<file path="src/rtl/tone_gen.sv">
// tone_gen: eight-note (C4..C5) square-wave speaker driver; speaker rises 1 cycle after switch is seen high, notes change only at half-period edges.
// No backpressure, output is free-running; defining TONE_OCTAVE_EN adds the octave port (half-period << octave).
module tone_gen #(
    parameter int CLK_MHZ = 20,
    parameter int CNT_W   = 21
) (
    input  logic       clk,
    input  logic       rst,
    input  logic       switch,
    input  logic [2:0] note,
    input  logic       note_valid,
`ifdef TONE_OCTAVE_EN
    input  logic [1:0] octave,
`endif
    output logic       speaker,
    output logic       playing
);

    typedef enum logic [1:0] {IDLE, PLAY, STOP} state_t;

    function automatic logic [CNT_W-1:0] hp_of(input logic [2:0] n, input logic [1:0] oct);
        int base;
        case (n)
            3'd0:    base = 1911;
            3'd1:    base = 1703;
            3'd2:    base = 1517;
            3'd3:    base = 1432;
            3'd4:    base = 1276;
            3'd5:    base = 1136;
            3'd6:    base = 1012;
            default: base = 956;
        endcase
        return CNT_W'(CLK_MHZ * base) << oct;
    endfunction

    state_t           state_q, state_d;
    logic [CNT_W-1:0] cnt_q, cnt_d;
    logic [CNT_W-1:0] hp_q, hp_d;
    logic             flip_q, flip_d;
    logic [2:0]       pend_note_q, pend_note_d;
    logic [1:0]       pend_oct_d;
    logic             toggle;

`ifdef TONE_OCTAVE_EN
    logic [1:0]       pend_oct_q;

    always_ff @(posedge clk) begin
        if (rst) begin
            pend_oct_q <= 2'd0;
        end else begin
            pend_oct_q <= pend_oct_d;
        end
    end
`endif

    assign toggle = (state_q != IDLE) && (cnt_q == hp_q - 1'b1);

    // State register
    always_ff @(posedge clk) begin
        if (rst) begin
            state_q <= IDLE;
        end else begin
            state_q <= state_d;
        end
    end

    // Next-state logic
    always_comb begin
        state_d = state_q;
        case (state_q)
            IDLE: if (switch) state_d = PLAY;
            PLAY: if (!switch) state_d = STOP;
            STOP: begin
                if (switch) begin
                    state_d = PLAY;
                end else if (toggle) begin
                    state_d = IDLE;
                end
            end
            default: state_d = IDLE;
        endcase
    end

    // Datapath: a pending write on the toggle cycle bypasses straight into hp
    always_comb begin
        pend_note_d = note_valid ? note : pend_note_q;
`ifdef TONE_OCTAVE_EN
        pend_oct_d  = note_valid ? octave : pend_oct_q;
`else
        pend_oct_d  = 2'd0;
`endif
        cnt_d  = cnt_q;
        flip_d = flip_q;
        hp_d   = hp_q;
        if (state_q == IDLE) begin
            cnt_d  = '0;
            flip_d = 1'b0;
            if (switch) begin
                flip_d = 1'b1;
                hp_d   = hp_of(pend_note_d, pend_oct_d);
            end
        end else if (toggle) begin
            cnt_d  = '0;
            flip_d = (state_d == IDLE) ? 1'b0 : ~flip_q;
            hp_d   = hp_of(pend_note_d, pend_oct_d);
        end else begin
            cnt_d = cnt_q + 1'b1;
        end
    end

    always_ff @(posedge clk) begin
        if (rst) begin
            cnt_q       <= '0;
            flip_q      <= 1'b0;
            pend_note_q <= 3'd5;
            hp_q        <= hp_of(3'd5, 2'd0);
        end else begin
            cnt_q       <= cnt_d;
            flip_q      <= flip_d;
            pend_note_q <= pend_note_d;
            hp_q        <= hp_d;
        end
    end

    // Outputs
    always_comb begin
        playing = (state_q != IDLE);
        speaker = (state_q != IDLE) ? flip_q : 1'b0;
    end

endmodule

</file>
<file path="config.mk">
export PLATFORM = sky130hd
export DESIGN_NAME = tone_gen
export DESIGN_NICKNAME = d
export VERILOG_FILES = /design/src/rtl/tone_gen.sv
export SDC_FILE = /design/constraint.sdc
export NUM_CORES = 1
export LEC_CHECK = 0
export CORE_MARGIN = 4
export CORE_UTILIZATION = 55
export DETAILED_ROUTE_END_ITERATION = 12
export PLACE_DENSITY = 0.83
export SLEW_MARGIN = 15
export SYNTH_ARGS = -nofsm -noshare
export SYNTH_HDL_FRONTEND = slang
export SYNTH_SLANG_ARGS = --single-unit
</file>
<file path="constraint.sdc">
create_clock -name clk -period 11.87 [get_ports clk]
set_clock_uncertainty 0.2 [all_clocks]
set_input_delay 3.561 -clock clk [delete_from_list [all_inputs] [get_ports clk]]
set_output_delay 3.561 -clock clk [all_outputs]
set_load 0.02 [all_outputs]
</file>
==> flow_summary.json, run 1 <==
{
  "vertical_die_dimension_um": 82.0,
  "r2r_cells": 7,
  "max_freq_mhz": 142,
  "floorplan.initialDensity_pct": 57.8,
  "parity_gate_share_of_the_synthesized_area_counting_xor_and_xnor_cells_pct": 11.9,
  "dp_hpwl_um": 4640,
  "coreArea_um2": 5200,
  "routed_wl_um": 6320,
  "clock_path_buffers": 2,
  "layout.nets": 406,
  "fin_total_pwr_uw": 393,
  "boundary_pin_count": 9,
  "max_slew_margin_pct": 38.0,
  "synth-compound-area-share_pct": 13.8,
  "detail_route.iter0.violations": 165,
  "tritoncts": "built",
  "regToRegStartpoint": "hp_q[4]",
  "status": "finished clean",
  "synth_top_cell_area_share_pct": 27.3,
  "detailroute.via_count": 2620,
  "crit_cells": 13,
  "startpoint_type": "input port",
  "hold_path.startpoint": "state_q[1]",
  "crit_family": "simple AND/OR/NAND/NOR gates",
  "worst-endpoint-required_ns": 11.84,
  "maximum_number_of_pins_on_one_net_before_global_route_repair": 36,
  "postLayoutCellArea_um2": 3250,
  "net-switching-power_uw": 130,
  "power_frac_comb_pct": 30.2,
  "cts_repair_resize_count": 0,
  "final-setup-viol-count": 0,
  "numClockSinks": 41,
  "final_layout_size_suffix_gt1_share_pct": 7.57,
  "dpl-instance-area_um2": 3140,
  "power_switching_share_pct": 33.1,
  "synth-seq-cells": 41,
  "synth-main-ff-cell": "dfxtp_1",
  "post_synth_num_cell_types": 52,
  "avg_wl_per_cell_um": 14.0,
  "pins_over_their_slew_limit": 0,
  "post_drt_via_cell_ratio": 5.78,
  "yosysTopAreaCell": "dfxtp_1",
  "area_growth_pct": 8.10,
  "asyncSetResetFlopFracSynth_pct": 0,
  "cp_cell_sequence": "clkdlybuf4s50_1, mux2i_1, nor2_1, or3_1, ha_1, ha_1, nor2_1, nand2_1, a21oi_1, nor2_1, a21o_1, a2111oi_0, mux2i_1",
  "cts_root_buffer": "clkbuf_8",
  "grt_setup_unrepaired": "false",
  "h-tree-depth": 2,
  "worst_slew_pin_slew_ns": 0.917,
  "vdd.ir_drop.worst_uv": 79.2,
  "antenna_found_initial": 0,
  "place.gp.congestion": 0.922,
  "grt_pass1_wl_um": 10800,
  "finalWorstPathRequiredPeriod_ns": 7.06,
  "worstHoldPathType": "flop to flop",
  "detail_route.first_pass.iterations": 4,
  "synth-simple-area-share_pct": 29.0,
  "synthesis.area_um2": 3010,
  "power_density_nw_per_um2": 121,
  "timing.critical_path.fanout_max": 10,
  "post-synth-top-count-cell": "nor2_1",
  "numPlacedInstances": 445,
  "grt_util_all_layers_pct": 20.4,
  "critical_path_arrival_ns": 7.03,
  "route.antenna.remaining_nets": 0,
  "post_cts.repair.setup_buffers": 0,
  "r2r_slack_ns": 8.24,
  "hold_violation_total_from_the_final_report": 0,
  "relative_contribution_of_sequential_cells_to_total_power_pct": 40.1,
  "cts_hold_buf": 0,
  "synth_enable_flop_cells": 0,
  "tritoncts.num_buffers": 5,
  "critical_path.endpoint_type": "flop",
  "holdPathEnd": "state_q[0]",
  "via_count_of_the_first_global_routing_pass": 2449,
  "overall_die_width_um": 82.0,
  "reg2reg_to": "hp_q[3]",
  "finish.cell_count_without_fillers": 453,
  "design.die.area_um2": 6720,
  "port-buffer-count": 8,
  "path_class": "input port to flop",
  "cp_common_cell": "nor2_1",
  "antenna-diode-count": 0,
  "cp_slowest_stage_delay_ns": 0.71,
  "yosys-top-cells-area": "dfxtp_1 (27%), nor2_1 (8.1%), xnor2_1 (7.9%), ha_1 (7.1%), xor2_1 (4.1%)",
  "clock_power_share_pct": 29.8,
  "yosys-top-cells-count": "nor2_1 (65), dfxtp_1 (41), xnor2_1 (27)",
  "critical_path.slowest_cell": "clkdlybuf4s50_1",
  "power_leakage_uw": 0.00126,
  "hold_depth": 1,
  "p_int_uw": 263,
  "num_rows": 26,
  "clk_latency_ns": 0.30,
  "synth_seq_area_share_pct": 27.3,
  "cap_violations": 0,
  "main_combinational_cell_family_by_area_after_synthesis": "simple AND/OR/NAND/NOR gates",
  "postSynthCellCount": 377,
  "drc_errors": 0,
  "utilization_pct": 62.5,
  "setup_tns_ns": 0,
  "syn_area_per_cell_um2": 7.99,
  "fraction_of_synthesized_area_in_multiplexers_pct": 7.27,
  "synthAdderAreaFrac_pct": 7.07,
  "path_clk_slew_ns": 0.08,
  "period_utilization_pct": 59.5,
  "yosys_warnings": 0,
  "crit_buf_inv": 1,
  "synthesis.nets": 401,
  "globalRoute.totalOverflow": 0
}
worst reg2reg max path, delay by kind of cell, from the launching register on:
kind / cells / cell delay [ns]
flops: 1 / 0.39
simple gates: 4 / 1.35
compound gates: 2 / 1.23
mux: 1 / 0.37
kinds of logic after synthesis:
group | Yosys count
multiplexers | 20
buffers and inverters | 27
XOR/XNOR | 41
flip-flops | 41
adder cells (fa/ha/maj) | 17
AO/OA/AOI/OAI | 59
AND/OR/NAND/NOR | 172
layer usage:
| metal | vias to the layer above | global-route usage (%) | wire length (um) |
|---|---|---|---|
| met1 | 1235 | 26.0 | 3010 |
| met2 | 38 | 34.5 | 3080 |
| met3 | 7 | 3.95 | 188 |
| li1 | 1340 | - | - |
| met4 | 0 | 6.64 | 50 |
| met5 | - | 0 | 0 |
cells in the final DEF (no fill, tap or decap), types with 10 or more instances in the layout:
| master | count |
|---|---|
| nor2_1 | 65 |
| dfxtp_1 | 41 |
| xnor2_1 | 27 |
| nand2_1 | 18 |
| nand3_1 | 18 |
| ha_1 | 17 |
| inv_1 | 15 |
| xor2_1 | 14 |
| o21ai_0 | 13 |
| mux2i_1 | 11 |
| a21oi_1 | 11 |
| nor3_1 | 10 |
state kept, by name, indices dropped and copies added (netlist names):
name         count
pend_note_q      3
state_q          2
cnt_q           21
hp_q            14
flip_q           1
layout make-up:
cell class / instances / area, um^2
repair buffers: 10 / 95.1
multi-input cells: 309 / 2080
flip-flops and latches: 41 / 821
fillers: 456 / 1950
inverters: 15 / 56.3
well taps: 70 / 87.6
clock buffers: 5 / 68.8
clock inverters: 3 / 46.3
power by group through the flow:
| stage | clock network, uW | registers [uW] | logic [uW] |
|---|---|---|---|
| final | 117 | 158 | 119 |
| after global placement | 0 | 160 | 112 |
| after global routing | 124 | 159 | 132 |
| after CTS | 117 | 157 | 118 |
| after detailed placement | 0 | 160 | 116 |
| after floorplan | 0 | 156 | 96.2 |
through the flow:
| step | hold slack, ns | setup slack [ns] |
|---|---|---|
| after CTS | 0.280 | 4.86 |
| final | 0.279 | 4.81 |
| after detailed placement | 0.268 | 4.58 |
| after global routing | 0.306 | 4.54 |
| after global placement | 0.264 | 4.67 |
| after floorplan | 0.240 | 5.17 |
worst max-delay path by stage:
stage               startpoint  endpoint
CTS                 note_valid  hp_q[14]
floorplan           note_valid  hp_q[11]
global placement    note_valid  hp_q[14]
global route        note_valid  hp_q[14]
detailed placement  note_valid  hp_q[11]
finish              note_valid  hp_q[14]
(Power assumes the default switching activity.)
==> run 2: changes to the inputs <==
--- a/config.mk
+++ b/config.mk
@@ -8,7 +8,7 @@
 export CORE_MARGIN = 4
 export CORE_UTILIZATION = 55
 export DETAILED_ROUTE_END_ITERATION = 12
-export PLACE_DENSITY = 0.83
+export PLACE_DENSITY = 0.86
 export SLEW_MARGIN = 15
 export SYNTH_ARGS = -nofsm -noshare
 export SYNTH_HDL_FRONTEND = slang
==> constraint.sdc (replaced) <==
create_clock -name clk -period 6.24 [get_ports clk]
set_clock_uncertainty 0.2 [all_clocks]
set_input_delay 1.872 -clock clk [delete_from_list [all_inputs] [get_ports clk]]
set_output_delay 1.872 -clock clk [all_outputs]
set_load 0.02 [all_outputs]
==> flow_summary.json, run 2 (synthesis results as in run 1) <==
{
  "design.die.area_um2": 6720,
  "worst-endpoint-required_ns": 6.21,
  "max_slew_margin_pct": 51.7,
  "clk_latency_ns": 0.30,
  "boundary_pin_count": 9,
  "power_leakage_uw": 0.00125,
  "final_layout_size_suffix_gt1_share_pct": 7.83,
  "route.antenna.remaining_nets": 0,
  "h-tree-depth": 2,
  "pins_over_their_slew_limit": 0,
  "drc_errors": 0,
  "routed_wl_um": 6220,
  "critical_path_arrival_ns": 5.33,
  "layout.nets": 406,
  "r2r_cells": 7,
  "dp_hpwl_um": 4790,
  "detailroute.via_count": 2631,
  "power_density_nw_per_um2": 218,
  "multi_input_area_um2": 2090,
  "overall_die_width_um": 82.0,
  "worstHoldPathType": "flop to flop",
  "tritoncts": "built",
  "via_count_of_the_first_global_routing_pass": 2444,
  "regMostFlops": "cnt_q",
  "grt_setup_unrepaired": "false",
  "hold_violation_total_from_the_final_report": 0,
  "coreArea_um2": 5200,
  "cts_root_buffer": "clkbuf_8",
  "area_growth_pct": 7.52,
  "maximum_number_of_pins_on_one_net_before_global_route_repair": 36,
  "postLayoutCellArea_um2": 3240,
  "status": "finished clean",
  "filler_cell_count": 470,
  "clock_path_buffers": 2,
  "critical_path.endpoint_type": "flop",
  "globalRoute.totalOverflow": 0,
  "detail_route.first_pass.iterations": 4,
  "cts_hold_buf": 0,
  "reg2reg_to": "hp_q[10]",
  "finalWorstPathRequiredPeriod_ns": 5.36,
  "vertical_die_dimension_um": 82.0,
  "largest_registers": "cnt_q (21), hp_q (14), pend_note_q (3)",
  "port-buffer-count": 8,
  "timing.critical_path.fanout_max": 10,
  "avg_wl_per_cell_um": 13.7,
  "num_rows": 26,
  "startpoint_type": "input port",
  "grt_pass1_wl_um": 10900,
  "register_area_um2": 821,
  "regToRegStartpoint": "hp_q[4]",
  "mostFrequentLayoutCell": "nor2_1",
  "cts_repair_resize_count": 0,
  "max_freq_mhz": 187,
  "setup_tns_ns": 0,
  "hold_depth": 1,
  "flip_flop_count_of_the_largest_register_all_copies_and_words_added": 21,
  "floorplan.initialDensity_pct": 57.8,
  "numClockSinks": 41,
  "post_drt_via_cell_ratio": 5.81,
  "vdd.ir_drop.worst_uv": 163,
  "most-common-layout-cells": "nor2_1 (65), dfxtp_1 (41), xnor2_1 (27), nand2_1 (18), nand3_1 (18)",
  "path_clk_slew_ns": 0.08,
  "period_utilization_pct": 85.8,
  "grt_util_all_layers_pct": 20.7,
  "r2r_slack_ns": 2.76,
  "tritoncts.num_buffers": 5,
  "hold_path.startpoint": "state_q[1]",
  "post_cts.repair.setup_buffers": 0,
  "antenna_found_initial": 0,
  "detail_route.iter0.violations": 172,
  "holdPathEnd": "state_q[0]",
  "antenna-diode-count": 0,
  "place.gp.congestion": 0.903,
  "cap_violations": 0,
  "final-setup-viol-count": 0,
  "path_class": "input port to flop",
  "worst_slew_pin_slew_ns": 0.717,
  "dpl-instance-area_um2": 3140
}
-- run 2: final cells by class --
type	instances	share of cell area [%]
multi-input combinational	309	64.5
sequential	41	25.4
timing repair buffer	10	2.94
tap	70	2.71
clock buffer	5	2.13
inverter	15	1.74
clock inverter	3	0.657
-- run 2: worst max-delay path, stage by stage --
cell             delay, ns
clkdlybuf4s50_1       0.71
mux2i_1               0.48
nor2_1                0.14
or3_1                 0.40
ha_1                  0.31
ha_1                  0.24
nor2_1                0.10
nand2_1               0.06
a21oi_1               0.21
nor2_1                0.13
a21o_1                0.18
a2111oi_0             0.38
mux2i_1               0.11
-- run 2: worst max path at each step --
stage | start | end | slack (ns) | cells after the start
floorplan | note_valid | hp_q[11] | 1.23 | 13
global placement | note_valid | hp_q[11] | 0.73 | 13
detailed placement | note_valid | hp_q[14] | 0.64 | 13
CTS | note_valid | hp_q[14] | 0.94 | 13
global route | note_valid | hp_q[14] | 0.61 | 13
finish | note_valid | hp_q[14] | 0.88 | 13
-- run 2: per-stage QoR --
step / cells / hold WS [ns] / worst slack [ns] / util [%] / total power (uW)
after detailed placement: 445 / 0.274 / 0.636 / 60.3 / 527
final: 453 / 0.290 / 0.885 / 62.2 / 705
after global placement: 445 / 0.261 / 0.733 / 60.3 / 517
after CTS: 453 / 0.289 / 0.942 / 62.0 / 708
after floorplan: 377 / 0.240 / 1.23 / - / 480
after global routing: 453 / 0.332 / 0.612 / 62.2 / 754
-- run 2: layer usage --
layer	part of all wire, %	wire (um)	GRT usage [%]
met3	4.1	254	4.93
met1	47	2900	26.0
met4	1.1	68	5.65
met5	0	0	0
met2	48	3000	35.4
-- run 2: power by group --
group          switching, uW  internal, uW  leakage (uW)
logic                    121           104      0.000876
clock network            101          79.4     0.0000445
registers               22.7           277      0.000334
==> run 3: changes to the inputs <==
--- a/config.mk
+++ b/config.mk
@@ -9,6 +9,7 @@
 export CORE_UTILIZATION = 55
 export DETAILED_ROUTE_END_ITERATION = 12
 export PLACE_DENSITY = 0.86
+export RECOVER_POWER = 100
 export SLEW_MARGIN = 15
 export SYNTH_ARGS = -nofsm -noshare
 export SYNTH_HDL_FRONTEND = slang
==> flow_summary.json, run 3 (synthesis results as in run 1) <==
{
  "status": "finished clean",
  "antenna_found_initial": 0,
  "path_clk_slew_ns": 0.09,
  "reg2reg_to": "cnt_q[10]",
  "register_area_um2": 821,
  "path_class": "input port to flop",
  "h-tree-depth": 2,
  "cts_repair_resize_count": 0,
  "power_leakage_uw": 0.00125,
  "drc_errors": 0,
  "cts_hold_buf": 0,
  "hold_violation_total_from_the_final_report": 0,
  "grt_util_all_layers_pct": 20.7,
  "layout.nets": 406,
  "antenna-diode-count": 0,
  "post-route-worst-setup-slack_ns": 0.788,
  "most-common-layout-cells": "nor2_1 (65), dfxtp_1 (41), xnor2_1 (27), nand2_1 (18), nand3_1 (18)",
  "timing.critical_path.fanout_max": 10,
  "post_drt_via_cell_ratio": 5.81,
  "critical_path_arrival_ns": 5.43,
  "floorplan.initialDensity_pct": 57.8,
  "regMostFlops": "cnt_q",
  "clock_path_buffers": 2,
  "grt_pass1_wl_um": 10900,
  "design.die.area_um2": 6720,
  "crit_buf_inv": 1,
  "clk_latency_ns": 0.30,
  "coreArea_um2": 5200,
  "avg_wl_per_cell_um": 13.8,
  "port-buffer-count": 8,
  "globalRoute.totalOverflow": 0,
  "worstHoldPathType": "flop to flop",
  "r2r_cells": 8,
  "cts_root_buffer": "clkbuf_8",
  "period_utilization_pct": 87.4,
  "hold_path.startpoint": "state_q[1]",
  "pre_cts_slack_ns": 0.636,
  "utilization_pct": 61.9,
  "mostFrequentLayoutCell": "nor2_1",
  "route.antenna.remaining_nets": 0,
  "max_freq_mhz": 183,
  "detailroute.via_count": 2634,
  "detail_route.first_pass.iterations": 4,
  "final_layout_size_suffix_gt1_share_pct": 6.79,
  "num_rows": 26,
  "final-setup-viol-count": 0,
  "post_cts.repair.setup_buffers": 0,
  "max_slew_margin_pct": 10.5,
  "gr-usage-met3_pct": 4.93,
  "power_density_nw_per_um2": 218,
  "holdPathEnd": "state_q[0]",
  "pins_over_their_slew_limit": 0,
  "setup_tns_ns": 0,
  "worst_slew_pin_slew_ns": 1.34,
  "via_count_of_the_first_global_routing_pass": 2444,
  "grt.busiest_layer": "met2",
  "startpoint_type": "input port",
  "cp_slowest_stage_delay_ns": 0.78,
  "cp_common_cell": "nor2_1",
  "maximum_number_of_pins_on_one_net_before_global_route_repair": 36,
  "worst_hold_slack_ns": 0.289,
  "vdd.ir_drop.worst_uv": 162,
  "detail_route.iter0.violations": 175,
  "cp_cell_sequence": "dlygate4sd3_1, mux2i_1, nor2_1, or3_1, ha_1, ha_1, nor2_1, nand2_1, a21oi_1, nor2_1, a21o_1, a2111oi_0, mux2i_1",
  "tritoncts.num_buffers": 5,
  "multi_input_area_um2": 2080,
  "regToRegStartpoint": "hp_q[4]",
  "tritoncts": "built",
  "area_growth_pct": 7.02,
  "r2r_slack_ns": 2.51,
  "vertical_die_dimension_um": 82.0,
  "met1_demand_to_capacity_share_in_global_routing_pct": 26.0,
  "dp_hpwl_um": 4790,
  "critical_path.slowest_cell": "dlygate4sd3_1",
  "cap_violations": 0,
  "numClockSinks": 41,
  "boundary_pin_count": 9,
  "routed_wl_um": 6230,
  "hold_depth": 1,
  "grt_setup_unrepaired": "false",
  "overall_die_width_um": 82.0,
  "largest_registers": "cnt_q (21), hp_q (14), pend_note_q (3)",
  "place.gp.congestion": 0.903,
  "flip_flop_count_of_the_largest_register_all_copies_and_words_added": 21,
  "grt_use_met2_pct": 35.4,
  "critical_path.endpoint_type": "flop",
  "crit_family": "simple AND/OR/NAND/NOR gates",
  "filler_cell_count": 474,
  "worst-endpoint-required_ns": 6.21,
  "finalWorstPathRequiredPeriod_ns": 5.45
}
run 3: changes by cell type in the layout (fill, tap and decap cells not counted), sizes merged:
| cell | before | now |
|---|---|---|
| buf | 2 | 0 |
| clkbuf | 5 | 7 |
| clkdlybuf4s50 | 8 | 4 |
| dlygate4sd3 | 0 | 4 |
run 3: power breakdown:
group	internal, uW	total (uW)	leakage, uW	switching [uW]
clock network	79.5	182	0.0000445	103
registers	277	299	0.000334	22.6
logic	101	222	0.000870	120
run 3: worst max-delay path by stage:
stage / from / end / slack [ns] / depth (start not counted)
6_report: note_valid / hp_q[14] / 0.79 / 13
3_3_place_gp: note_valid / hp_q[11] / 0.73 / 13
2_1_floorplan: note_valid / hp_q[11] / 1.23 / 13
4_1_cts: note_valid / hp_q[14] / 0.94 / 13
5_1_grt: note_valid / hp_q[14] / 0.53 / 13
3_5_place_dp: note_valid / hp_q[14] / 0.64 / 13
run 3: final cells by class:
class	instances	area share, %
well taps	70	2.72
inverters	15	1.75
flip-flops and latches	41	25.5
clock buffers	5	2.14
clock inverters	3	0.660
repair buffers	10	2.72
multi-input cells	309	64.5
run 3: worst register-to-register path, cell delays in order (launching register included):
cell	delay (ns)
dfxtp_1	0.40
nor4_2	0.69
nand3_1	0.36
or3_1	0.48
a211oi_2	0.26
nand4_2	0.22
o21ai_0	0.20
clkbuf_1	0.66
nor2_1	0.13
run 3: routing by layer:
metal  wire length, um  vias to the layer above  share of wire, %
li1                  -                     1335                 -
met1              2900                     1252                47
met2              3020                       42                49
met3               256                        5               4.1
met4                50                        0              0.80
met5                 0                        -                 0
run 3: per-stage QoR:
| step | cells | instance area [um^2] | total power (uW) |
|---|---|---|---|
| floorplan | 377 | 3010 | 480 |
| global placement | 445 | 3140 | 517 |
| detailed placement | 445 | 3140 | 527 |
| CTS | 453 | 3230 | 708 |
| global route | 453 | 3220 | 750 |
| finish | 453 | 3220 | 703 |
